==> config.mk <==
export PLATFORM = sky130hd
export DESIGN_NAME = kb_command_decoder
export DESIGN_NICKNAME = d
export VERILOG_FILES = /design/src/rtl/kb_pkg.sv /design/src/rtl/scan_ready_sync.sv /design/src/rtl/kb_command_decoder.sv
export SDC_FILE = /design/constraint.sdc
export NUM_CORES = 1
export LEC_CHECK = 0
export ABC_AREA = 1
export ABC_CLOCK_PERIOD_IN_PS = 3990
export CAP_MARGIN = 10
export CELL_PAD_IN_SITES_DETAIL_PLACEMENT = 0
export CELL_PAD_IN_SITES_GLOBAL_PLACEMENT = 1
export CORE_MARGIN = 4
export CORE_UTILIZATION = 42
export DETAILED_ROUTE_END_ITERATION = 10
export PLACE_DENSITY = 0.91
export SYNTH_ARGS = -nofsm -noshare
export SYNTH_HDL_FRONTEND = slang
export SYNTH_SLANG_ARGS = --single-unit
==> constraint.sdc <==
create_clock -name board_clk -period 3.99 [get_ports board_clk]
set_input_delay 0.798 -clock board_clk [delete_from_list [all_inputs] [get_ports board_clk]]
set_output_delay 0.798 -clock board_clk [all_outputs]
set_load 0.1 [all_outputs]
==> src/rtl/kb_pkg.sv <==
// Shared definitions for the keyboard command decoder.
//   - Set-2 scan-code constants for the prefix bytes and the mapped keys.
//   - Decoder state encoding (prefix tracking).
//   - Key index enumeration that addresses the held and request vectors.
//   - map_key(): looks up an (extended, code) pair and returns the key index.
package kb_pkg;

   localparam logic [7:0] SC_E0    = 8'hE0;
   localparam logic [7:0] SC_F0    = 8'hF0;
   localparam logic [7:0] SC_A     = 8'h1C;
   localparam logic [7:0] SC_D     = 8'h23;
   localparam logic [7:0] SC_LEFT  = 8'h6B;  // only with the E0 prefix
   localparam logic [7:0] SC_RIGHT = 8'h74;  // only with the E0 prefix
   localparam logic [7:0] SC_SPACE = 8'h29;
   localparam logic [7:0] SC_ESC   = 8'h76;

   typedef enum logic [1:0] {
      ST_IDLE,
      ST_GOT_E0,
      ST_GOT_F0,
      ST_GOT_E0F0
   } dec_state_e;

   localparam int NUM_KEYS = 6;

   typedef enum logic [2:0] {
      KEY_P1_LEFT  = 3'd0,
      KEY_P1_RIGHT = 3'd1,
      KEY_P2_LEFT  = 3'd2,
      KEY_P2_RIGHT = 3'd3,
      KEY_START    = 3'd4,
      KEY_ESC      = 3'd5
   } key_e;

   typedef struct packed {
      logic hit;
      key_e key;
   } key_map_t;

   // Extended and plain codes are distinct keys: plain 6B (keypad 4) and
   // E0 1C fall through to "no hit".
   function automatic key_map_t map_key(input logic extended, input logic [7:0] code);
      key_map_t m;
      m.hit = 1'b1;
      m.key = KEY_P1_LEFT;
      case ({extended, code})
         {1'b0, SC_A}:     m.key = KEY_P1_LEFT;
         {1'b0, SC_D}:     m.key = KEY_P1_RIGHT;
         {1'b1, SC_LEFT}:  m.key = KEY_P2_LEFT;
         {1'b1, SC_RIGHT}: m.key = KEY_P2_RIGHT;
         {1'b0, SC_SPACE}: m.key = KEY_START;
         {1'b0, SC_ESC}:   m.key = KEY_ESC;
         default:          m.hit = 1'b0;
      endcase
      return m;
   endfunction

endpackage

==> src/rtl/scan_ready_sync.sv <==
// Brings the keyboard receiver's scan_ready level into the board_clk domain
// and acknowledges each code.
//   board_clk   : system clock
//   reset       : asynchronous, active-high
//   scan_ready  : asynchronous "code available" level
//   byte_strobe : one-cycle pulse on the synchronised rising edge (cycle E)
//   read        : registered acknowledge, high for READ_PULSE_CYCLES cycles
//                 starting the cycle after byte_strobe
module scan_ready_sync #(
   parameter int SYNC_STAGES       = 2,
   parameter int READ_PULSE_CYCLES = 2
) (
   input  logic board_clk,
   input  logic reset,
   input  logic scan_ready,
   output logic byte_strobe,
   output logic read
);

   localparam int CW = $clog2(READ_PULSE_CYCLES + 1);

   logic [SYNC_STAGES-1:0] sync_q;
   logic                   ready_d_q;
   logic [CW-1:0]          pulse_cnt_q;

   assign byte_strobe = sync_q[SYNC_STAGES-1] & ~ready_d_q;

   // NOTE: every flop here uses non-blocking assignment so all stages sample
   // the pre-edge values; blocking would collapse the chain into one stage.
   always_ff @(posedge board_clk or posedge reset) begin
      if (reset) begin
         sync_q      <= '0;
         ready_d_q   <= 1'b0;
         pulse_cnt_q <= '0;
         read        <= 1'b0;
      end else begin
         sync_q    <= {sync_q[SYNC_STAGES-2:0], scan_ready};
         ready_d_q <= sync_q[SYNC_STAGES-1];
         // A strobe always restarts the pulse, even mid-pulse.
         if (byte_strobe) begin
            pulse_cnt_q <= CW'(READ_PULSE_CYCLES - 1);
            read        <= 1'b1;
         end else if (pulse_cnt_q != '0) begin
            pulse_cnt_q <= pulse_cnt_q - CW'(1);
            read        <= 1'b1;
         end else begin
            read        <= 1'b0;
         end
      end
   end

endmodule

==> src/rtl/kb_command_decoder.sv <==
// PS/2 set-2 command decoder between the keyboard receiver and the game FSM.
//   board_clk  : system clock
//   reset      : asynchronous, active-high
//   scan_ready : receiver "code available" level (asynchronous)
//   scan_code  : receiver code byte, stable while scan_ready is high
//   tick       : game-step pulse; consumes all pending requests
//   read       : acknowledge pulse back to the receiver
//   p1_left/p1_right/p2_left/p2_right/start_req/escape_req : pending requests
//   last_code  : last non-prefix code accepted (for display)
module kb_command_decoder
   import kb_pkg::*;
#(
   parameter int SYNC_STAGES       = 2,
   parameter int READ_PULSE_CYCLES = 2
) (
   input  logic       board_clk,
   input  logic       reset,
   input  logic       scan_ready,
   input  logic [7:0] scan_code,
   input  logic       tick,
   output logic       read,
   output logic       p1_left,
   output logic       p1_right,
   output logic       p2_left,
   output logic       p2_right,
   output logic       start_req,
   output logic       escape_req,
   output logic [7:0] last_code
);

   logic                byte_strobe;
   dec_state_e          state_q, state_next;
   logic [NUM_KEYS-1:0] held_q, held_next;
   logic [NUM_KEYS-1:0] req_q, req_next;
   logic [7:0]          last_q, last_next;
   logic                is_make, is_break, is_ext;
   key_map_t            km;

   scan_ready_sync #(
      .SYNC_STAGES       (SYNC_STAGES),
      .READ_PULSE_CYCLES (READ_PULSE_CYCLES)
   ) u_sync (
      .board_clk   (board_clk),
      .reset       (reset),
      .scan_ready  (scan_ready),
      .byte_strobe (byte_strobe),
      .read        (read)
   );

   // NOTE: every signal driven here gets a default first, so no path leaves
   // one unassigned and no latch is inferred.
   always_comb begin
      state_next = state_q;
      is_make    = 1'b0;
      is_break   = 1'b0;
      is_ext     = 1'b0;
      if (byte_strobe) begin
         case (state_q)
            ST_IDLE: begin
               if (scan_code == SC_E0)      state_next = ST_GOT_E0;
               else if (scan_code == SC_F0) state_next = ST_GOT_F0;
               else                         is_make    = 1'b1;
            end
            ST_GOT_E0: begin
               if (scan_code == SC_F0)      state_next = ST_GOT_E0F0;
               else if (scan_code != SC_E0) begin
                  is_make    = 1'b1;
                  is_ext     = 1'b1;
                  state_next = ST_IDLE;
               end
            end
            ST_GOT_F0: begin
               if (scan_code != SC_F0) begin
                  is_break   = 1'b1;
                  state_next = ST_IDLE;
               end
            end
            default: begin  // ST_GOT_E0F0
               if (scan_code != SC_E0 && scan_code != SC_F0) begin
                  is_break   = 1'b1;
                  is_ext     = 1'b1;
                  state_next = ST_IDLE;
               end
            end
         endcase
      end

      km = map_key(is_ext, scan_code);

      // Tick clears first; a make in the same cycle then sets (set beats clear).
      req_next  = tick ? '0 : req_q;
      held_next = held_q;
      last_next = last_q;

      if (is_make) begin
         if (!km.hit) begin
            last_next = scan_code;
         end else if (!held_q[km.key]) begin
            held_next[km.key] = 1'b1;
            req_next[km.key]  = 1'b1;
            last_next         = scan_code;
            // Opposite turns: the latest request wins.
            case (km.key)
               KEY_P1_LEFT:  req_next[KEY_P1_RIGHT] = 1'b0;
               KEY_P1_RIGHT: req_next[KEY_P1_LEFT]  = 1'b0;
               KEY_P2_LEFT:  req_next[KEY_P2_RIGHT] = 1'b0;
               KEY_P2_RIGHT: req_next[KEY_P2_LEFT]  = 1'b0;
               default: ;
            endcase
         end
      end else if (is_break && km.hit) begin
         held_next[km.key] = 1'b0;
      end
   end

   always_ff @(posedge board_clk or posedge reset) begin
      if (reset) begin
         state_q <= ST_IDLE;
         held_q  <= '0;
         req_q   <= '0;
         last_q  <= 8'h00;
      end else begin
         state_q <= state_next;
         held_q  <= held_next;
         req_q   <= req_next;
         last_q  <= last_next;
      end
   end

   assign p1_left    = req_q[KEY_P1_LEFT];
   assign p1_right   = req_q[KEY_P1_RIGHT];
   assign p2_left    = req_q[KEY_P2_LEFT];
   assign p2_right   = req_q[KEY_P2_RIGHT];
   assign start_req  = req_q[KEY_START];
   assign escape_req = req_q[KEY_ESC];
   assign last_code  = last_q;

endmodule
==> results.cfg <==
[status]
status = complete, no violations

[clocking]
cts_buffers = 3
cts_tree = done
cts_sinks = 28
worstSkewPairLatency_ns = 0.28
clk_pin_slew_ns = 0.10
cts_resized = 0
cts.path.max_buffers = 2
postCtsHoldBufs = 0
postCtsSetupBuffers = 0
cts_root_buf = clkbuf_8
h-tree-depth = 1

[critical_path]
startpoint_type = input port
crit_start = scan_code[4]
r2r-start = u_sync.ready_d_q
crit_path_end_kind = flip-flop
crit_type = in -> reg
reg2reg_depth = 12
r2r_slack_ns = 1.90
worstPathRequired_ns = 4.17
path_max_fanout = 12
worstPathArrival_ns = 2.94
reg2reg_to = req_q[0]

[global_routing]
grt_pass1_wl_um = 6440
grt_overflow_total = 0
grt_max_degree = 29
grt_antenna_before_repair = 0
grt_pass1_vias = 1437
grt_util_all_layers_pct = 15.6

[power]
powerDensity_mw_per_mm2 = 370
clkPwrFrac_pct = 23.2
power_switching_w = 0.000302
seq_power_share_pct = 42.4
ir_drop_v = 0.000291
swShare_pct = 39.0
leakagePower_nw = 1.03
internal-power_w = 0.000472
comb_power_share_pct = 34.4

[final_layout]
postLayoutCoreUtil_pct = 55.1
area_delta_synth_final_pct = 21.8
layout.cells.non_filler = 300
drive_gt1_share_pct = 20.2
fillers = 357
nNetsFinal = 266
antenna_cells = 0

[floorplanning]
ioPinCount = 27
die_w_um = 72.0
die_y_um = 72.0
fp-row-count = 22
dieArea_mm2 = 0.00518
initial_utilization_pct = 45.2
coreArea_mm2 = 0.00380

[detailed_routing]
drc = 0
vias_per_cell = 4.90
vias = 1471
ant_nets = 0
wl_per_cell_um = 12.3
drt_iter0_drc = 85
routed_wl_um = 3700
drt_pass1_iterations = 4

[yosys]
ys_seq_area_share_pct = 40.8
synth_warnings = 0
yosysTopAreaCell = dfrtp_1
syn_area_mm2 = 0.00172
avgSynthCellArea_um2 = 7.67
yosys-top-cells-area = dfrtp_1, nand2_1, nand3_1
synth_cell_types = 30
ys_ff_latch = 28
synthCells = 224
synth_fp_nets = 237
synth_top_area_share_pct = 40.8

[timing]
period_minus_slack_ns = 2.76
period_share_pct = 69.1
finalHoldViolCount = 0
finClkSkew_ns = 0.00344
tightest_slew_ns = 0.987
finalSetupViolCount = 0
fmax_mhz = 363
maxSlewViolCount = 0
slew_headroom_pct = 34.0
rsz0062_at_grt = false
hold-worst-slack_ns = 0.380
fin_setup_tns_ns = 0

[placed_design]
gp_congestion = 0.889
io_buffer_count = 26
place_hpwl_um = 2890
dp.cells = 295

[hold_path]
holdPathStages = 0
worst_hold_path_type = reg -> reg
min_to = u_sync.sync_q[1]
hp-start = u_sync.sync_q[0]

[job]
maxCapViolCount = 0
## synth_stat cells
cell and number:
a21oi_1 3, a21oi_2 1, buf_2 2, buf_6 1
buf_8 1, dfrtp_1 28, ha_1 1, inv_1 26
inv_2 10, nand2_1 55, nand2_2 12, nand2_4 1
nand3_1 20, nand3_2 4, nand3_4 1, nand3b_1 1
nand4_1 10, nor2_1 21, nor2_2 2, nor2_4 4
nor3_2 1, nor4_1 1, o2111ai_1 1, o21a_1 1
o21ai_0 4, o21ai_1 1, o21ai_2 8, o311ai_0 1
o31ai_1 1, or2_4 1
## final cells by class
class	instances	area, um2	share of cell area (%)
Clock buffer	4	55.1	2.63
Inverter	36	135	6.46
Multi-Input combinational cell	156	846	40.4
Sequential cell	28	701	33.5
Tap cell	48	60.1	2.87
Timing Repair Buffer	28	295	14.1
## stage by stage
step / worst slack, ns / cell area, um2 / total power, W
2_1_floorplan: 1.77 / 1720 / 0.000531
3_3_place_gp: 0.943 / 2010 / 0.000592
3_5_place_dp: 0.963 / 2010 / 0.000600
4_1_cts: 1.26 / 2060 / 0.000775
5_1_grt: 0.972 / 2090 / 0.000814
6_report: 1.23 / 2090 / 0.000774
## power groups by stage
stage | clock network [W] | registers [W] | logic [W]
finish | 0.000180 | 0.000328 | 0.000266
global route | 0.000191 | 0.000332 | 0.000290
CTS | 0.000180 | 0.000329 | 0.000266
detailed placement | 0 | 0.000334 | 0.000265
global placement | 0 | 0.000332 | 0.000260
floorplan | 0 | 0.000450 | 0.0000810
## cell usage in the layout (no fill, tap or decap), drive strengths merged
master	netlist	routed
buf	4	2
nand3b	1	1
nor3	1	1
o2111ai	1	1
nand4	10	10
inv	36	36
o21ai	13	13
o31ai	1	1
nand2	68	68
or2	1	1
clkdlybuf4s50	0	26
o311ai	1	1
nor2	27	27
o21a	1	1
clkbuf	0	4
ha	1	1
dfrtp	28	28
nand3	25	25
a21oi	4	4
nor4	1	1
## cells by family (layout without fill, tap and decap cells)
family / count (synthesis) / in the layout / synth area share (%)
flops: 28 / 28 / 40.8
buf+inv: 40 / 68 / 9.98
fa+ha+maj: 1 / 1 / 0.728
simple gates: 134 / 134 / 39.7
compound gates: 21 / 21 / 8.81
## metal layers
layer / wire length (um) / vias to the layer above / track usage [%]
met1: 1770 / 664 / 22.6
met3: 153 / 5 / 1.39
li1: - / 768 / -
met2: 1710 / 34 / 24.4
met4: 57 / 0 / 5.22
met5: 0 / - / 0
## how the worst max path moves through the flow
stage	end	slack, ns	cells past startpoint
after floorplan	last_code[0]	1.77	15
after global placement	flip-flop	0.94	13
final	flip-flop	1.23	13
after detailed placement	flip-flop	0.96	13
after CTS	flip-flop	1.26	13
after global routing	req_q[0]	0.97	14
## worst max-delay path: stages
cell	delay [ns]
clkdlybuf4s50_1	0.55
inv_2	0.08
nand2_2	0.09
nor2_4	0.04
o21ai_2	0.19
inv_2	0.06
nor3_2	0.09
buf_4	0.21
inv_2	0.07
a21oi_2	0.46
nand3_1	0.14
nand2_1	0.08
nand2_1	0.04
Note: power is estimated with default switching activity, not from simulation.
